### src/rtl/blink_pkg.sv
// blink_pkg: shared types and encodings for the LED blink sequencer.
//   state_e     - sequencer FSM states
//   MODE_*      - encodings of the 2-bit mode input
//   mode2state  - maps a mode value to the FSM state that serves it
package blink_pkg;

  typedef enum logic [1:0] {
    ST_IDLE  = 2'd0,
    ST_ALL   = 2'd1,
    ST_CHASE = 2'd2,
    ST_FILL  = 2'd3
  } state_e;

  localparam logic [1:0] MODE_ALL   = 2'd0;
  localparam logic [1:0] MODE_CHASE = 2'd1;
  localparam logic [1:0] MODE_FILL  = 2'd2;
  localparam logic [1:0] MODE_OFF   = 2'd3;

  function automatic state_e mode2state(input logic [1:0] m);
    case (m)
      MODE_ALL:   return ST_ALL;
      MODE_CHASE: return ST_CHASE;
      MODE_FILL:  return ST_FILL;
      default:    return ST_IDLE;
    endcase
  endfunction

endpackage

### src/rtl/toggle_channel.sv
// toggle_channel: one programmable half-period LED toggler.
//   clk, rst_n   clock / async active-low reset
//   en_i         channel enable for the coming cycle (next-state view)
//   wr_valid_i   load wr_delay_i into the pending register
//   wr_delay_i   new delay value
//   led_o        registered LED output
//   pending_o    a delay write is waiting to be applied
module toggle_channel #(
  parameter int CNT_W         = 16,
  parameter int DEFAULT_DELAY = 5
) (
  input  logic             clk,
  input  logic             rst_n,
  input  logic             en_i,
  input  logic             wr_valid_i,
  input  logic [CNT_W-1:0] wr_delay_i,
  output logic             led_o,
  output logic             pending_o
);

  logic [CNT_W-1:0] cnt_q, dly_q, pdly_q;
  logic             pend_q, led_q, en_q;
  logic             active, hit;

  // Counting only happens while the channel was enabled last cycle and
  // stays enabled; the first enabled edge just parks the counter at phase 0
  // so the first rise lands delay+1 cycles after the enable edge.
  assign active = en_i & en_q;
  assign hit    = active & (cnt_q == dly_q);

  always_ff @(posedge clk or negedge rst_n) begin
    if (!rst_n) begin
      cnt_q  <= '0;
      dly_q  <= CNT_W'(DEFAULT_DELAY);
      pdly_q <= '0;
      pend_q <= 1'b0;
      led_q  <= 1'b0;
      en_q   <= 1'b0;
    end else begin
      en_q <= en_i;
      if (!active) begin
        cnt_q <= '0;
        led_q <= 1'b0;
      end else if (hit) begin
        cnt_q <= '0;
        led_q <= ~led_q;
      end else begin
        cnt_q <= cnt_q + 1'b1;
      end
      // A running channel takes the new delay at its toggle (the toggle
      // itself used the old one); an idle channel takes it right away.
      if (pend_q && (!active || hit)) begin
        dly_q  <= pdly_q;
        pend_q <= 1'b0;
      end else if (wr_valid_i) begin
        pdly_q <= wr_delay_i;
        pend_q <= 1'b1;
      end
    end
  end

  assign led_o     = led_q;
  assign pending_o = pend_q;

endmodule

### src/rtl/blink_sequencer.sv
// blink_sequencer: sequences a bank of toggle channels in ALL / CHASE / FILL.
//   clk, rst_n   clock / async active-low reset
//   run          1 = sequencer active
//   mode         0=ALL 1=CHASE 2=FILL 3=OFF
//   cfg_valid/cfg_ready/cfg_ch/cfg_delay  delay-write handshake
//   led          registered channel outputs
//   step_idx     current sequencer step
//   busy         FSM not in IDLE
module blink_sequencer
  import blink_pkg::*;
#(
  parameter int NUM_CH        = 3,
  parameter int CNT_W         = 16,
  parameter int DWELL         = 1000,
  parameter int DEFAULT_DELAY = 5
) (
  input  logic                      clk,
  input  logic                      rst_n,
  input  logic                      run,
  input  logic [1:0]                mode,
  input  logic                      cfg_valid,
  output logic                      cfg_ready,
  input  logic [$clog2(NUM_CH)-1:0] cfg_ch,
  input  logic [CNT_W-1:0]          cfg_delay,
  output logic [NUM_CH-1:0]         led,
  output logic [$clog2(NUM_CH)-1:0] step_idx,
  output logic                      busy
);

  localparam int CH_W = $clog2(NUM_CH);
  localparam int DW_W = $clog2(DWELL);

  state_e            state_q, state_d;
  logic [CH_W-1:0]   step_q, step_d;
  logic [DW_W-1:0]   dwell_q, dwell_d;
  logic              go_idle, accept;
  state_e            want;
  logic [NUM_CH-1:0] en_d, wr_vld, pend;

  assign go_idle = !run || (mode == MODE_OFF);
  assign want    = mode2state(mode);

  always_comb begin
    state_d = state_q;
    step_d  = step_q;
    dwell_d = dwell_q;
    if (go_idle) begin
      state_d = ST_IDLE;
      step_d  = '0;
      dwell_d = '0;
    end else begin
      case (state_q)
        ST_IDLE, ST_ALL: begin
          if (want != state_q) begin
            state_d = want;
            step_d  = '0;
            dwell_d = '0;
          end
        end
        default: begin
          // CHASE/FILL only react to mode at the dwell boundary
          if (dwell_q == DW_W'(DWELL - 1)) begin
            dwell_d = '0;
            if (want != state_q) begin
              state_d = want;
              step_d  = '0;
            end else begin
              step_d = (step_q == CH_W'(NUM_CH - 1)) ? '0 : step_q + 1'b1;
            end
          end else begin
            dwell_d = dwell_q + 1'b1;
          end
        end
      endcase
    end
  end

  // Enables come from the next state so channel leds update on the same
  // edge as the FSM (e.g. FILL wrap clears leds 1.. in that very cycle).
  always_comb begin
    en_d = '0;
    for (int i = 0; i < NUM_CH; i++) begin
      case (state_d)
        ST_ALL:   en_d[i] = 1'b1;
        ST_CHASE: en_d[i] = (step_d == CH_W'(i));
        ST_FILL:  en_d[i] = (CH_W'(i) <= step_d);
        default:  en_d[i] = 1'b0;
      endcase
    end
  end

  always_ff @(posedge clk or negedge rst_n) begin
    if (!rst_n) begin
      state_q <= ST_IDLE;
      step_q  <= '0;
      dwell_q <= '0;
    end else begin
      state_q <= state_d;
      step_q  <= step_d;
      dwell_q <= dwell_d;
    end
  end

  // Out-of-range targets are accepted but match no channel.
  assign accept    = cfg_valid & cfg_ready;
  assign cfg_ready = ~|pend;

  for (genvar g = 0; g < NUM_CH; g++) begin : g_ch
    assign wr_vld[g] = accept && (cfg_ch == CH_W'(g));
    toggle_channel #(
      .CNT_W         (CNT_W),
      .DEFAULT_DELAY (DEFAULT_DELAY)
    ) u_ch (
      .clk        (clk),
      .rst_n      (rst_n),
      .en_i       (en_d[g]),
      .wr_valid_i (wr_vld[g]),
      .wr_delay_i (cfg_delay),
      .led_o      (led[g]),
      .pending_o  (pend[g])
    );
  end

  assign step_idx = step_q;
  assign busy     = (state_q != ST_IDLE);

endmodule

### config.mk
export PLATFORM = sky130hd
export DESIGN_NAME = blink_sequencer
export DESIGN_NICKNAME = d
export VERILOG_FILES = /design/src/rtl/blink_pkg.sv /design/src/rtl/toggle_channel.sv /design/src/rtl/blink_sequencer.sv
export SDC_FILE = /design/constraint.sdc
export NUM_CORES = 1
export LEC_CHECK = 0
export ABC_AREA = 1
export CAP_MARGIN = 5
export CORE_ASPECT_RATIO = 0.5
export CORE_MARGIN = 3
export CORE_UTILIZATION = 51
export CTS_CLUSTER_DIAMETER = 40
export CTS_CLUSTER_SIZE = 8
export DETAILED_ROUTE_END_ITERATION = 16
export GPL_TIMING_DRIVEN = 1
export PLACE_DENSITY = 0.69
export SLEW_MARGIN = 15
export SYNTH_ARGS = -nofsm -noshare
export SYNTH_HDL_FRONTEND = slang
export SYNTH_SLANG_ARGS = --single-unit
### constraint.sdc
create_clock -name clk -period 3.1 [get_ports clk]
set_input_delay 0.62 -clock clk [delete_from_list [all_inputs] [get_ports clk]]
set_output_delay 0.62 -clock clk [all_outputs]
set_load 0.03 [all_outputs]
# Yosys cells after proc, flatten, opt, wreduce, memory -nomap -nowiden
# Index checks and enable logic that the tools add are counted.
# totals
input_bits	24
output_inout_bits	7
reg_bits	167
elab_cells	127
# op_classes
n_reduce_logical	28
muxes	36
n_eq_ne	21
order_cmp	3
bitwise	13
add_sub_neg	5
# op_table
operator	count
16-bit two-way mux	6
16-bit by 1-bit adder with 16-bit output, second input constant	3
16-bit == test	3
10-bit two-way mux	4
2-bit two-way mux	10
2-bit == test, second input constant	7
1-bit two-way mux	12
10-bit by 1-bit adder with 10-bit output, second input constant	1
10-bit == test, second input constant	1
2-bit by 1-bit == test with 1-bit output, second input constant	5
1-bit one-hot mux with 3 select lines	3
2-bit zero test	4
2-bit nonzero test	4
1-bit bitwise AND	7
1-bit logical AND	6
2-bit != test, second input constant	3
1-bit NOT	6
2-bit one-hot mux with 3 select lines	1
2-bit AND reduction	3
1-bit zero test	5
1-bit by 2-bit less-or-equal comparator with 1-bit output, first input constant	2
1-bit logical OR	4
3-bit != test, second input constant	1
3-bit OR reduction	1
4 further kinds	4

# Longest topological paths before layout
# logic_depth
word_depth	15
ltp_mapped	17
mapped_depth_nobuf	16

# By module
# From an unflattened synthesis, not the netlist that was laid out.
# hier_totals
cells_unflattened	1135
area_unflattened_um2	8460.6
# modules_own_cells
mod	area_per_inst_um2	cells_each	instances	seq_area_each_um2
toggle_channel	2468.6	326	3	1278.7
blink_sequencer	1054.8	157	1	350.3

# Least setup slack after synthesis
# Ideal clock, no wire load.
# synth_timing
path_kind	input -> register
start	input port mode[0]
end	register g_ch[0].u_ch.pend_q
setup_time_ps	126
slack_ps	876
n_path_buf	1
stages	15
required_time_ps	2974
arrival_ps	2097
path_cell_list	inv_1 > ha_1 > inv_1 > nand2_1 > nand2_1 > nand3_1 > o22ai_1 > nand2_4 > nand3_4 > nand2_4 > nand3_4 > nand2_4 > buf_6 > nand2_1 > nand2_1
# synth_between
elab_chain_len	14
elab_cells_between_ends	29
classes_between	1 x order compare; 7 x eq/ne; 12 x mux; 2 x bitwise; 7 x reduce/logical
# synth_lines
item	line_no	text
start: declaration	blink_sequencer.sv:20	input logic [1:0] mode,
2-bit == test, or another cell as far along	blink_pkg.sv:20	case (m)
2-bit one-hot mux with 3 select lines	blink_pkg.sv:20	
2-bit != test	blink_sequencer.sv:54, blink_sequencer.sv:64	
2-bit two-way mux, on equally long branches	blink_sequencer.sv:64, blink_sequencer.sv:54	
2-bit two-way mux	blink_sequencer.sv:62	if (dwell_q == DW_W'(DWELL - 1)) begin
2-bit two-way mux	blink_sequencer.sv:52	case (state_q)
2-bit two-way mux	blink_sequencer.sv:47	if (go_idle) begin
1-bit by 2-bit less-or-equal comparator with 1-bit output, or another cell as far along	blink_sequencer.sv:86	ST_FILL: en_d[i] = (CH_W'(i) <= step_d);
1-bit one-hot mux with 3 select lines (*)	blink_sequencer.sv:83	case (state_d)
net g_ch[0].u_ch.en_i	toggle_channel.sv:14	input logic en_i,
1-bit bitwise AND (*)	toggle_channel.sv:28	assign active = en_i & en_q;
1-bit bitwise AND or 1-bit zero test (tied branches)	-	
1-bit logical OR (*)	toggle_channel.sv:52	if (pend_q && (!active || hit)) begin
1-bit logical AND (*)	toggle_channel.sv:52	
1-bit two-way mux or 2-bit nonzero test (tied branches)	-	
end signal: assignment	toggle_channel.sv:36	pend_q <= 1'b0;
end signal: assignment	toggle_channel.sv:54	pend_q <= 1'b0;
end signal: assignment	toggle_channel.sv:57	pend_q <= 1'b1;
end: declaration	toggle_channel.sv:22	logic pend_q, led_q, en_q;
# Mark *: on every way through the listed nets, which the timed path passes. The rest lies on a longest branch.
# A chain may end at the register's enable or synchronous reset.

# Worst setup path after layout
# layout_timing
start	register g_ch[0].u_ch.pend_q
end	output port cfg_ready
# layout_between
elab_chain_len	2
# layout_lines
item	line_no	text
3-bit OR reduction	blink_sequencer.sv:106	assign cfg_ready = ~|pend;
1-bit zero test	blink_sequencer.sv:106	
end: declaration	blink_sequencer.sv:22	output logic cfg_ready,
# No other way between the ends.

==> out/results.txt <==
Post-synth EDFFs: 0
Rows: 31
Worst-Margin Slew: 899 ps
Reg clk slew, reported paths: 70 ps
PortBufs: 30
Crit Path Max Fanout: 19
Setup WS pre-CTS: 83.0 ps
Share of post-route cells with drive strength above 1: 8.71%
FMAX: 0.356 GHz
GPL Wtd Cong: 0.823
Critical path arrival: 2190 ps
Worst vdd ir: 0.505 mV
Postcts setup bufs: 0
Crit share post-route: 90.6%
Worst Slack Setup Final: 290 ps
Initial Util: 53.1%
Final Util: 60.5%
WHS: 39.9 ps
Post-cts resize count: 0
Worst hold path class: input port to async pin
Final Hold Fails: 0
Outcome: finished, final reports clean
TritonRoute pass-1 iters: 5
Crit end category: primary output
First-pass GRT wire length: 26600 um
Pwr dens: 775 nW/um^2
Drt wl/cell: 13.7 um
Top cells by count, synth: nand2_1, dfrtp_1, inv_1
Routed Antenna Nets: 0
Clock Path Buffers: 2
Synth Cell Area: 7810 sq um
Fin. max-slew vios: 0
Antenna violations before repair: 0
Setup_tns: 0 ps
Via Count: 5672
Yosys reg bits: 167
Clock skew: 14.3 ps
Drc violations: 0
Unique cell type count in the Yosys netlist: 39
Global route total overflow: 0
Pin count of the biggest net entering global routing: 69
DP Wirelength: 10900 um
Die width: 181 um
RSZ-0062 raised after global routing: no
Total CTS buffers: 17
Hold_buf cts: 0
Syn Area/Cell: 8.91 sq um
GRT Total Usage: 19.6%
Num Clock Sinks: 167
CP Data Required Time: 2480 ps
Yosys warns: 0
Crit path time final: 2810 ps
P&R area growth vs syn: 13.8%
Register area share after synthesis: 53.6%
Top-count cell post-synth: nand2_1
Final setup vio count: 0
Vias in the first global route: 5516
Post-Syn Instances: 876
Setup crit start kind: flip-flop
N_diodes: 0
CORE AREA: 14700 sq um
Max Cap Violations: 0
Skew-Pair Late Insertion Delay: 430 ps
Syn Nets: 907
Worst Path Class, Setup: flip-flop to primary output
Htree depth: 4
CTS tree: yes
Layout Nets: 936
Clk root buf: clkbuf_16
Drt first-iter violations: 391
Static Leak: 0.00405 uW
Via density: 5.08
Fraction of registers with async set/reset: 100%
Synth top area share: 51.6%
Rel. slew slack: 40.0%
Die height: 93.5 um
Primary FF master, synth: dfrtp_1
Die area: 16900 sq um
Area contributors post-synth: dfrtp_1, nand2_1, xnor2_1, inv_1, o21ai_0
Synth area leader: dfrtp_1
Num ports: 31
Final wirelength: 15300 um
## where the power goes
part | internal [uW] | switching (uW) | leakage [uW]
logic | 640 | 865 | 0.00158
clock network | 1100 | 1040 | 0.000296
registers | 2810 | 436 | 0.00217
total | 4550 | 2340 | 0.00405
## per-stage QoR
stage	total power [uW]	instance area [sq um]	std cells
6_report	6890	8890	1116
5_1_grt	7360	8890	1116
4_1_cts	6960	8890	1116
3_5_place_dp	4800	8290	1084
3_3_place_gp	4720	8290	1084
2_1_floorplan	4370	7810	876
## worst paths after layout
check | start | to | depth (start not counted) | slack (ps)
setup reg to reg | dwell_q[0] | g_ch[2].u_ch.cnt_q[3] | 12 | 890
min in group clk | g_ch[0].u_ch.dly_q[0] | g_ch[0].u_ch.dly_q[0] | 2 | 480
hold reg to reg | g_ch[0].u_ch.dly_q[0] | g_ch[0].u_ch.dly_q[0] | 2 | 480
max in group asynchronous | rst_n | g_ch[2].u_ch.dly_q[0] | 2 | 2260
setup / recovery | g_ch[0].u_ch.pending_o | cfg_ready | 2 | 290
hold / removal | rst_n | dwell_q[0] | 1 | 40
## flip-flops by register name, summed over array words and instances, names as in the netlist
| signal | flops |
|---|---|
| step_idx | 2 |
| dwell_q | 10 |
| g_ch.u_ch.dly_q | 48 |
| state_q | 2 |
| g_ch.u_ch.en_q | 3 |
| g_ch.u_ch.cnt_q | 48 |
| g_ch.u_ch.led_o | 3 |
| g_ch.u_ch.pdly_q | 48 |
| g_ch.u_ch.pending_o | 3 |
## routing by layer
| layer | part of all wire, % | GRT usage (%) |
|---|---|---|
| met1 | 52 | 28.6 |
| met4 | 1.0 | 4.75 |
| met5 | 0 | 0 |
| met2 | 44 | 29.8 |
| met3 | 3.4 | 4.62 |
## area by class of cell
type / instances / area, sq um
inverters: 101 / 379
multi-input cells: 577 / 3060
well taps: 198 / 248
clock inverters: 15 / 178
flip-flops and latches: 167 / 4190
fillers: 1238 / 5810
clock buffers: 17 / 425
repair buffers: 41 / 409
## layout by cell type (no fill, tap or decap), types with 7 or more instances in the layout
cell type        synthesis  final
nand4_1                 21     21
inv_1                   99     99
nand3_1                 52     52
xor2_1                  14     14
buf_4                    3      9
clkdlybuf4s50_1          0     29
o21ai_1                 16     16
o21ai_0                 58     58
nor2_1                  75     75
dfrtp_1                161    161
a21oi_1                 16     16
nor3b_1                  7      7
xnor2_1                 51     51
nand2_1                202    202
ha_1                     7      7
clkbuf_16                0     17
nor3_1                  19     18
## worst max-delay path: stages (launching register included)
cell             delay [ps]
dfrtp_1                 650
nor3_2                  370
clkdlybuf4s50_1         740
## cells by family after synthesis
family / share of synthesized area [%]
compound gates: 6.57
xor+xnor: 7.29
fa+ha+maj: 1.12
buf+inv: 7.21
flops: 53.6
simple gates: 24.2
Power figures use the tool's default switching activity.
